### config.mk
export PLATFORM = sky130hd
export DESIGN_NAME = seq_match_sched_flat
export DESIGN_NICKNAME = d
export VERILOG_FILES = /design/src/rtl/seq_match_sched_if.sv /design/src/rtl/seq_match_sched.sv /design/src/flat_wrapper.sv
export SDC_FILE = /design/constraint.sdc
export NUM_CORES = 1
export LEC_CHECK = 0
export CAP_MARGIN = 20
export CORE_MARGIN = 3
export CORE_UTILIZATION = 46
export DETAILED_ROUTE_END_ITERATION = 10
export DONT_BUFFER_PORTS = 1
export SLEW_MARGIN = 20
export SYNTH_ARGS = -nofsm -noshare
export SYNTH_HDL_FRONTEND = slang
export SYNTH_SLANG_ARGS = --single-unit
### constraint.sdc
create_clock -name clock -period 2.2 [get_ports clock]
set_input_delay 0.11 -clock clock [delete_from_list [all_inputs] [get_ports clock]]
set_output_delay 0.11 -clock clock [all_outputs]
set_load 0.03 [all_outputs]
### src/rtl/seq_match_sched_if.sv
// Requester/consumer bundle for seq_match_sched.
// timeout_flag is only present when SEQ_MATCH_SCHED_TIMEOUT_EN is defined.
interface seq_match_sched_if #(
  parameter int NREQ  = 4,
  parameter int CNT_W = 4
);
  localparam int IDW = $clog2(NREQ);

  logic                 cfg_we;
  logic [IDW-1:0]       cfg_id;
  logic [3:0]           cfg_num;
  logic [NREQ-1:0]      req;
  logic [NREQ-1:0]      in_valid;
  logic [NREQ*4-1:0]    in_seq;
  logic [NREQ-1:0]      grant;
  logic                 busy;
  logic                 hit;
  logic [IDW-1:0]       hit_id;
  logic [CNT_W-1:0]     cnt;
  logic                 done;
`ifdef SEQ_MATCH_SCHED_TIMEOUT_EN
  logic                 timeout_flag;
`endif

  modport master (
    output cfg_we, cfg_id, cfg_num, req, in_valid, in_seq,
    input  grant, busy, hit, hit_id, cnt, done
`ifdef SEQ_MATCH_SCHED_TIMEOUT_EN
    , input timeout_flag
`endif
  );

  modport slave (
    input  cfg_we, cfg_id, cfg_num, req, in_valid, in_seq,
    output grant, busy, hit, hit_id, cnt, done
`ifdef SEQ_MATCH_SCHED_TIMEOUT_EN
    , output timeout_flag
`endif
  );
endinterface

### src/rtl/seq_match_sched.sv
// Round-robin scheduler sharing one nibble pattern-match counter among NREQ streams.
// Optional WATCH timeout enabled by defining SEQ_MATCH_SCHED_TIMEOUT_EN.
module seq_match_sched #(
  parameter int NREQ    = 4,
  parameter int CNT_W   = 4,
  parameter int TIMEOUT = 16
) (
  input  logic               clock,
  input  logic               reset,
  seq_match_sched_if.slave   bus
);
  localparam int IDW = $clog2(NREQ);

  if (NREQ < 2 || NREQ > 8 || CNT_W < 1 || TIMEOUT < 1) begin : g_bad_cfg
    $error("seq_match_sched: unsupported parameter set");
  end

  typedef enum logic [1:0] {IDLE, WATCH, ASSERT} state_t;

  state_t             state_q;
  logic [IDW-1:0]     owner_q;
  logic [IDW-1:0]     rr_ptr_q;
  logic [IDW-1:0]     rr_ptr_d;
  logic [NREQ-1:0]    grant_q;
  logic [CNT_W-1:0]   cnt_q;
  logic               done_q;
  logic [3:0]         pat_q [NREQ];

  logic               win_found;
  logic [IDW-1:0]     win_id;
  int unsigned        idx;
  logic               own_valid;
  logic [3:0]         own_nib;
  logic               own_match;
  logic               timeout_hit;

  // First requester at or after rr_ptr, wrapping modulo NREQ.
  always_comb begin
    win_found = 1'b0;
    win_id    = '0;
    idx       = 0;
    for (int unsigned k = 0; k < NREQ; k++) begin
      idx = (32'(rr_ptr_q) + k) % NREQ;
      if (!win_found && bus.req[idx[IDW-1:0]]) begin
        win_found = 1'b1;
        win_id    = idx[IDW-1:0];
      end
    end
  end

  always_comb begin
    own_valid = bus.in_valid[owner_q];
    own_nib   = bus.in_seq[{owner_q, 2'b00} +: 4];
    own_match = (own_nib == pat_q[owner_q]);
    rr_ptr_d  = (owner_q == IDW'(NREQ - 1)) ? '0 : owner_q + 1'b1;
  end

`ifdef SEQ_MATCH_SCHED_TIMEOUT_EN
  localparam int TW = $clog2(TIMEOUT + 1);
  logic [TW-1:0] wcnt_q;
  logic          to_pend_q;
  logic          tflag_q;

  // Only a still-valid owner can be forced out; a dropping owner ends normally.
  assign timeout_hit = own_valid && (wcnt_q == TW'(TIMEOUT));
  assign bus.timeout_flag = tflag_q;
`else
  assign timeout_hit = 1'b0;
`endif

  always_ff @(posedge clock) begin
    if (reset) begin
      state_q  <= IDLE;
      owner_q  <= '0;
      rr_ptr_q <= '0;
      grant_q  <= '0;
      cnt_q    <= '0;
      done_q   <= 1'b0;
      for (int unsigned i = 0; i < NREQ; i++) pat_q[i] <= '0;
`ifdef SEQ_MATCH_SCHED_TIMEOUT_EN
      wcnt_q    <= '0;
      to_pend_q <= 1'b0;
      tflag_q   <= 1'b0;
`endif
    end else begin
      done_q <= 1'b0;
`ifdef SEQ_MATCH_SCHED_TIMEOUT_EN
      tflag_q <= 1'b0;
`endif
      for (int unsigned i = 0; i < NREQ; i++) begin
        if (bus.cfg_we && bus.cfg_id == IDW'(i)) pat_q[i] <= bus.cfg_num;
      end

      case (state_q)
        IDLE: begin
          if (win_found) begin
            state_q <= WATCH;
            owner_q <= win_id;
            grant_q <= {{(NREQ-1){1'b0}}, 1'b1} << win_id;
            cnt_q   <= '0;
`ifdef SEQ_MATCH_SCHED_TIMEOUT_EN
            wcnt_q    <= '0;
            to_pend_q <= 1'b0;
`endif
          end
        end

        WATCH: begin
          if (!own_valid || timeout_hit) begin
            if (cnt_q == '0) begin
              state_q  <= IDLE;
              grant_q  <= '0;
              done_q   <= 1'b1;
              rr_ptr_q <= rr_ptr_d;
`ifdef SEQ_MATCH_SCHED_TIMEOUT_EN
              tflag_q  <= timeout_hit;
`endif
            end else begin
              state_q <= ASSERT;
`ifdef SEQ_MATCH_SCHED_TIMEOUT_EN
              to_pend_q <= timeout_hit;
`endif
            end
          end else begin
            if (own_match && cnt_q != '1) cnt_q <= cnt_q + 1'b1;
`ifdef SEQ_MATCH_SCHED_TIMEOUT_EN
            wcnt_q <= wcnt_q + 1'b1;
`endif
          end
        end

        ASSERT: begin
          cnt_q <= cnt_q - 1'b1;
          if (cnt_q == CNT_W'(1)) begin
            state_q  <= IDLE;
            grant_q  <= '0;
            done_q   <= 1'b1;
            rr_ptr_q <= rr_ptr_d;
`ifdef SEQ_MATCH_SCHED_TIMEOUT_EN
            tflag_q  <= to_pend_q;
`endif
          end
        end

        default: state_q <= IDLE;
      endcase
    end
  end

  assign bus.grant  = grant_q;
  assign bus.busy   = (state_q != IDLE);
  assign bus.hit    = (state_q == ASSERT);
  assign bus.hit_id = owner_q;
  assign bus.cnt    = cnt_q;
  assign bus.done   = done_q;
endmodule

### src/flat_wrapper.sv
// flat-port wrapper written by rule: the top's interface ports become plain ports
module seq_match_sched_flat 
#(
  parameter int NREQ    = 4,
  parameter int CNT_W   = 4,
  parameter int TIMEOUT = 16
)
  (clock, reset, bus_cfg_we, bus_cfg_id, bus_cfg_num, bus_req, bus_in_valid, bus_in_seq, bus_grant, bus_busy, bus_hit, bus_hit_id, bus_cnt, bus_done);
  seq_match_sched_if #(.NREQ(NREQ), .CNT_W(CNT_W)) bus_i ();
  input  logic clock;
  input  logic reset;
  input wire logic [$bits(bus_i.cfg_we)-1:0] bus_cfg_we;
  input wire logic [$bits(bus_i.cfg_id)-1:0] bus_cfg_id;
  input wire logic [$bits(bus_i.cfg_num)-1:0] bus_cfg_num;
  input wire logic [$bits(bus_i.req)-1:0] bus_req;
  input wire logic [$bits(bus_i.in_valid)-1:0] bus_in_valid;
  input wire logic [$bits(bus_i.in_seq)-1:0] bus_in_seq;
  output wire logic [$bits(bus_i.grant)-1:0] bus_grant;
  output wire logic [$bits(bus_i.busy)-1:0] bus_busy;
  output wire logic [$bits(bus_i.hit)-1:0] bus_hit;
  output wire logic [$bits(bus_i.hit_id)-1:0] bus_hit_id;
  output wire logic [$bits(bus_i.cnt)-1:0] bus_cnt;
  output wire logic [$bits(bus_i.done)-1:0] bus_done;
  assign bus_i.cfg_we = bus_cfg_we;
  assign bus_i.cfg_id = bus_cfg_id;
  assign bus_i.cfg_num = bus_cfg_num;
  assign bus_i.req = bus_req;
  assign bus_i.in_valid = bus_in_valid;
  assign bus_i.in_seq = bus_in_seq;
  assign bus_grant = bus_i.grant;
  assign bus_busy = bus_i.busy;
  assign bus_hit = bus_i.hit;
  assign bus_hit_id = bus_i.hit_id;
  assign bus_cnt = bus_i.cnt;
  assign bus_done = bus_i.done;
  seq_match_sched #(.NREQ(NREQ), .CNT_W(CNT_W), .TIMEOUT(TIMEOUT)) u_core (.clock(clock), .reset(reset), .bus(bus_i));
endmodule
## Word level (Yosys, flattened, before mapping)

Memory sizes are Yosys's and may differ from the RTL's. A register that Yosys moved wholly into a read port is not among the register bits.
Cells that the tools add are included.

| operators by class | value |
|---|---|
| eq/ne operators | 15 |
| $add $sub $neg | 6 |
| bitwise logic cells | 4 |
| shift operators | 2 |
| reduce and logical (&&, ||, !) cells | 22 |
| mux-type cells | 61 |
| magnitude comparators | 5 |

Operator list:

| operator | count |
|---|---|
| $mux 4 | 11 |
| $mux 2 | 14 |
| $mux 1 | 26 |
| $pmux 4 s3 | 2 |
| $shiftx 16x5->4 | 1 |
| $lt 2x3->1 const B | 5 |
| $bmux 1 s2 | 5 |
| $ne 2x1->1 const B | 5 |
| $eq 2x2->1 const B | 4 |
| $logic_and 1x1->1 | 8 |
| $reduce_and 4->1 | 2 |
| $pmux 2 s3 | 1 |
| $reduce_and 5->1 | 1 |
| $add 2x1->2 const B | 2 |
| $add 2x2->2 const B | 2 |
| $add 4x1->4 const B | 1 |
| $eq 2x1->1 const B | 2 |
| $eq 4x1->1 const B | 1 |
| $eq 4x4->1 | 1 |
| $logic_not 2->1 | 2 |
| $logic_not 4->1 | 1 |
| $ne 4x4->1 const B | 1 |
| $or 1x1->1 | 4 |
| $pmux 2 s2 | 1 |
| 9 further kinds | 12 |

| storage, ports and cells | value |
|---|---|
| input bits | 33 |
| memory bits (writable) | 16 |
| output and inout bits | 13 |
| memories kept | 1 |
| word-level logic and storage cells | 122 |
| flip-flop bits (word level) | 15 |

Memories:

| memory | words | width | read ports | clocked after Yosys merged registers in | write ports | RTL line | RTL |
|---|---|---|---|---|---|---|---|
| u_core.pat_q | 4 | 4 | 1 | 1 | 4 | seq_match_sched.sv:27 | `logic [3:0] pat_q [NREQ];` |

## Depth between registers and ports, before layout

| logic depth | value |
|---|---|
| depth after elaboration | 15 |
| gate-level depth with buffers | 8 |
| mapped depth without buffers | 7 |

## Worst setup path after synthesis

OpenSTA, ideal clock, no wires.

| timing path | value |
|---|---|
| path type | register -> register |
| start | reg u_core.owner_q[0] (netlist: u_core.bus.hit_id[0]) |
| end | reg u_core.cnt_q[0] (netlist: u_core.bus.cnt[0]) |
| setup time | 0.121 ns |
| required time | 2.079 ns |
| path buffers | 1 |
| period minus slack after synthesis | 2.381 ns |
| arrival | 2.260 ns |
| cell stages (with the launch flop) | 7 |
| slack | -0.181 ns |
| cell sequence | dfxtp_1 -> buf_6 -> mux4_1 -> xor2_1 -> and4b_1 -> a21boi_0 -> mux2_2 |

| on the way | value |
|---|---|
| word-level cells in the longest chain between the ends | 5 |
| elaborated cells on any way between the ends | 8 |
| classes of those cells | eq/ne: 3; shift: 1; mux: 2; reduce/logical: 2 |

Ends and longest elaborated chain:

| what | RTL line | RTL |
|---|---|---|
| from (decl) | seq_match_sched.sv:21 | `logic [IDW-1:0] owner_q;` |
| from (signal assigned) | seq_match_sched.sv:98 | `owner_q <= win_id;` |
| $shiftx 16x5->4 | seq_match_sched.sv:53 | `own_nib = bus.in_seq[{owner_q, 2'b00} +: 4];` |
| $eq 4x4->1 | seq_match_sched.sv:54 | `own_match = (own_nib == pat_q[owner_q]);` |
| $logic_and 1x1->1 | seq_match_sched.sv:125 | `if (own_match && cnt_q != '1) cnt_q <= cnt_q + 1'b1;` |
| $ne 2x1->1 (no line) | n/a |  |
| $reduce_and 4->1 (no line) * | n/a |  |
| to (signal assigned) | seq_match_sched.sv:125 |  |
| to (signal assigned) | seq_match_sched.sv:133 | `cnt_q <= cnt_q - 1'b1;` |
| to (decl) | seq_match_sched.sv:25 | `logic [CNT_W-1:0] cnt_q;` |

Every way passes the cells marked *; elsewhere a longest branch is shown, timed or not. The select of a mux whose other input is x is not followed.
A chain may end at the register's enable or synchronous reset.

## Worst setup path after layout

Same ends and word-level chain as after synthesis.

==> impl_metrics.ini <==
[grt]
grt.busiest_layer = met2
met1_usage_pct = 23.0
grt_max_degree = 19
grt.total_usage_pct = 19.3
grt_pass1_vias = 1589
met3_usage_pct = 6.65
grt.met2_usage_pct = 32.3
gr-total-overflow = 0
grt_pass1_wl_mm = 7.62
antenna_found_initial = 0

[floorplanning]
die_area_sq_mm = 0.00522
fp.dieW_um = 72.3
initial_core_util_pct = 49.1
ios = 46
die_height_um = 72.3
core_area_sq_mm = 0.00412
rows = 23

[worst_setup_path]
cp_max_fo = 6
r2r_slack_ns = 0.10
r2r_start = u_core.bus.hit_id[0]
critPathCaptureType = flop
path_class = reg2reg
reg2reg_depth = 5
rr_endpoint = u_core.bus.cnt[0]
critPathLaunchType = flop
required_ns = 2.38
worstPathArrival_ns = 2.28

[synthesis]
ys.flop_type = dfxtp_1
syn_nets = 229
synth_seq_cells = 33
netlist_instances = 188
ys_types = 46
synth.avg_cell_area_sq_um = 10.7
synth_edf_count = 16
async_flop_share_pct = 0
yosysWarnings = 0
yosysSeqAreaShare_pct = 40.6
syn_area_sq_mm = 0.00202

[power]
pwr-share-seq_pct = 34.8
p_sw_share_pct = 39.3
ir_drop_mv = 0.444
p_leak_nw = 0.876
internal-power_w = 0.00157
switchingPower_w = 0.00102
power.density_mw_per_mm2 = 1120
pwr-share-comb_pct = 42.4
clkPwrFrac_pct = 22.8

[clock_network]
clockRootBuffer = clkbuf_8
numCtsBuffers = 5
post_cts_buffers = 0
clock-sinks = 33
h-tree-depth = 2
cts_tree = built
clkLatencyLatePin_ns = 0.29
clkTransAtPathRegs_ns = 0.08
clockBufferDepth = 2

[final_layout]
final_cell_mix = and2_1, edfxtp_1, dfxtp_1
fin_cells = 255
num_antenna_cells = 0
n_fill_cell = 372
multi_input_comb_area_sq_mm = 0.00114
nNetsFinal = 245
regArea_sq_um = 826
syn2layout_area_growth_pct = 14.4
layout-drive-gt1-share_pct = 20.0
utilization_pct = 56.2

[timing]
setup_ws_ns = 0.104
slew_violations = 0
period_needed_ns = 2.10
rsz0062_at_grt = no
max_slew_margin_pct = 63.6
fin_skew_ns = 0.00518
fin_hold_ws_ns = 0.00771
hold_violations = 0
tns_ns = 0
setup-violations-final = 0
max_freq_ghz = 0.477
worst_pin_slew_ns = 0.543
finalCritPeriodShare_pct = 95.3

[routing]
dr_total_vias = 1527
viasPerCell = 5.99
drtIter0Drc = 113
drc_errors = 0
routed_wl_mm = 4.63
dr.pass1.iters = 4
ant_nets = 0
wire_per_inst_um = 18.2

[placed_design]
dp_hpwl_mm = 3.59
port_buffers = 0
dp_cells = 243
gp_congestion = 0.908
pre_cts_slack_ns = -0.0711

[hold_path]
holdCritStartpoint = reset
holdCritPathClass = in2reg
hold_depth = 2
holdPathEnd = u_core.bus.grant[0]

[outcome]
outcome = finished clean

[run]
drv_cap = 0
[how the worst max path moves through the flow]
stage / start / slack (ns) / endpoint
2_1_floorplan: u_core.bus.hit_id[0] / 0.007 / u_core.bus.cnt[0]
3_3_place_gp: flop / -0.07 / u_core.bus.cnt[3]
3_5_place_dp: flop / -0.07 / u_core.bus.cnt[3]
4_1_cts: u_core.bus.hit_id[0] / 0.005 / u_core.bus.cnt[0]
5_1_grt: u_core.state_q[0] / 0.01 / u_core.bus.cnt[3]
6_report: u_core.bus.hit_id[0] / 0.10 / u_core.bus.cnt[0]
[power by group through the flow]
stage,logic [W],clock network [W],registers [W]
6_report,0.00110,0.000590,0.000901
4_1_cts,0.00107,0.000604,0.000900
3_3_place_gp,0.00103,0,0.000907
5_1_grt,0.00121,0.000640,0.000922
2_1_floorplan,0.000787,0,0.000926
3_5_place_dp,0.00105,0,0.000914
[flip-flops by register name, indices dropped and copies added (netlist names), named ones only]
| signal | cells |
|---|---|
| u_core.pat_q | 16 |
| u_core.bus.done | 1 |
| u_core.bus.cnt | 4 |
| u_core.state_q | 2 |
| u_core.bus.grant | 4 |
| u_core.rr_ptr_q | 2 |
| u_core.bus.hit_id | 2 |
[layer usage]
metal / wire, um / share of wire (%)
met1: 1960 / 42
met2: 2290 / 49
met5: 0 / 0
met3: 315 / 6.8
met4: 66 / 1.4
[through the flow]
| step | total power, W | cell area, sq um |
|---|---|---|
| final | 0.00259 | 2310 |
| after global routing | 0.00277 | 2310 |
| after floorplan | 0.00171 | 2020 |
| after global placement | 0.00193 | 2140 |
| after CTS | 0.00258 | 2270 |
| after detailed placement | 0.00197 | 2140 |
[layout make-up]
| class | instances | share of cell area (%) |
|---|---|---|
| multi-input combinational | 138 | 49.5 |
| sequential | 33 | 35.7 |
| timing repair buffer | 15 | 5.31 |
| clock buffer | 5 | 2.98 |
| tap | 50 | 2.71 |
| clock inverter | 3 | 2.00 |
| inverter | 11 | 1.79 |
[synthesized netlist by cell type (2+ instances only)]
cell / instances / area (sq um)
inv_1: 11 / 41.3
ha_1: 8 / 100
o21ai_0: 3 / 15.0
nand4b_1: 2 / 17.5
mux4_2: 7 / 158
o21bai_1: 2 / 15.0
mux2_2: 2 / 22.5
a21oi_1: 9 / 45.0
a21boi_0: 2 / 15.0
clkbuf_1: 5 / 18.8
a211oi_1: 3 / 22.5
o311ai_0: 2 / 17.5
nor2b_1: 2 / 12.5
nand3_1: 3 / 15.0
and2_1: 16 / 100
nand2_1: 7 / 26.3
a31o_2: 2 / 17.5
xor2_1: 4 / 35.0
mux4_1: 3 / 78.8
nand2b_1: 11 / 68.8
nor2_1: 14 / 52.6
nor3_1: 7 / 35.0
nor4_1: 2 / 12.5
dfxtp_1: 17 / 340
mux2i_1: 8 / 80.1
edfxtp_1: 16 / 480
[worst max-delay path: stages (launching register included)]
cell	delay, ns
dfxtp_4	0.40
mux4_2	0.54
xor2_2	0.24
and4b_1	0.22
a21boi_1	0.23
mux2_2	0.36
[logic make-up after synthesis]
| family | after synthesis | synth area share [%] |
|---|---|---|
| AOI/OAI and AO/OA | 34 | 12.3 |
| xor gates and xnor gates | 4 | 1.73 |
| adders and majority gates | 8 | 4.95 |
| buffers and inverters | 17 | 3.53 |
| DFF | 33 | 40.6 |
| muxes | 20 | 16.8 |
| and+or+nand+nor | 72 | 20.1 |
[repair_timing]
action,in CTS,in global routing
hold buffers,1,3
resized for setup,2,8
endpoints found under the setup margin,3,9
hold endpoints to repair,10,4
No activity file was read; power rests on OpenSTA's default activity.
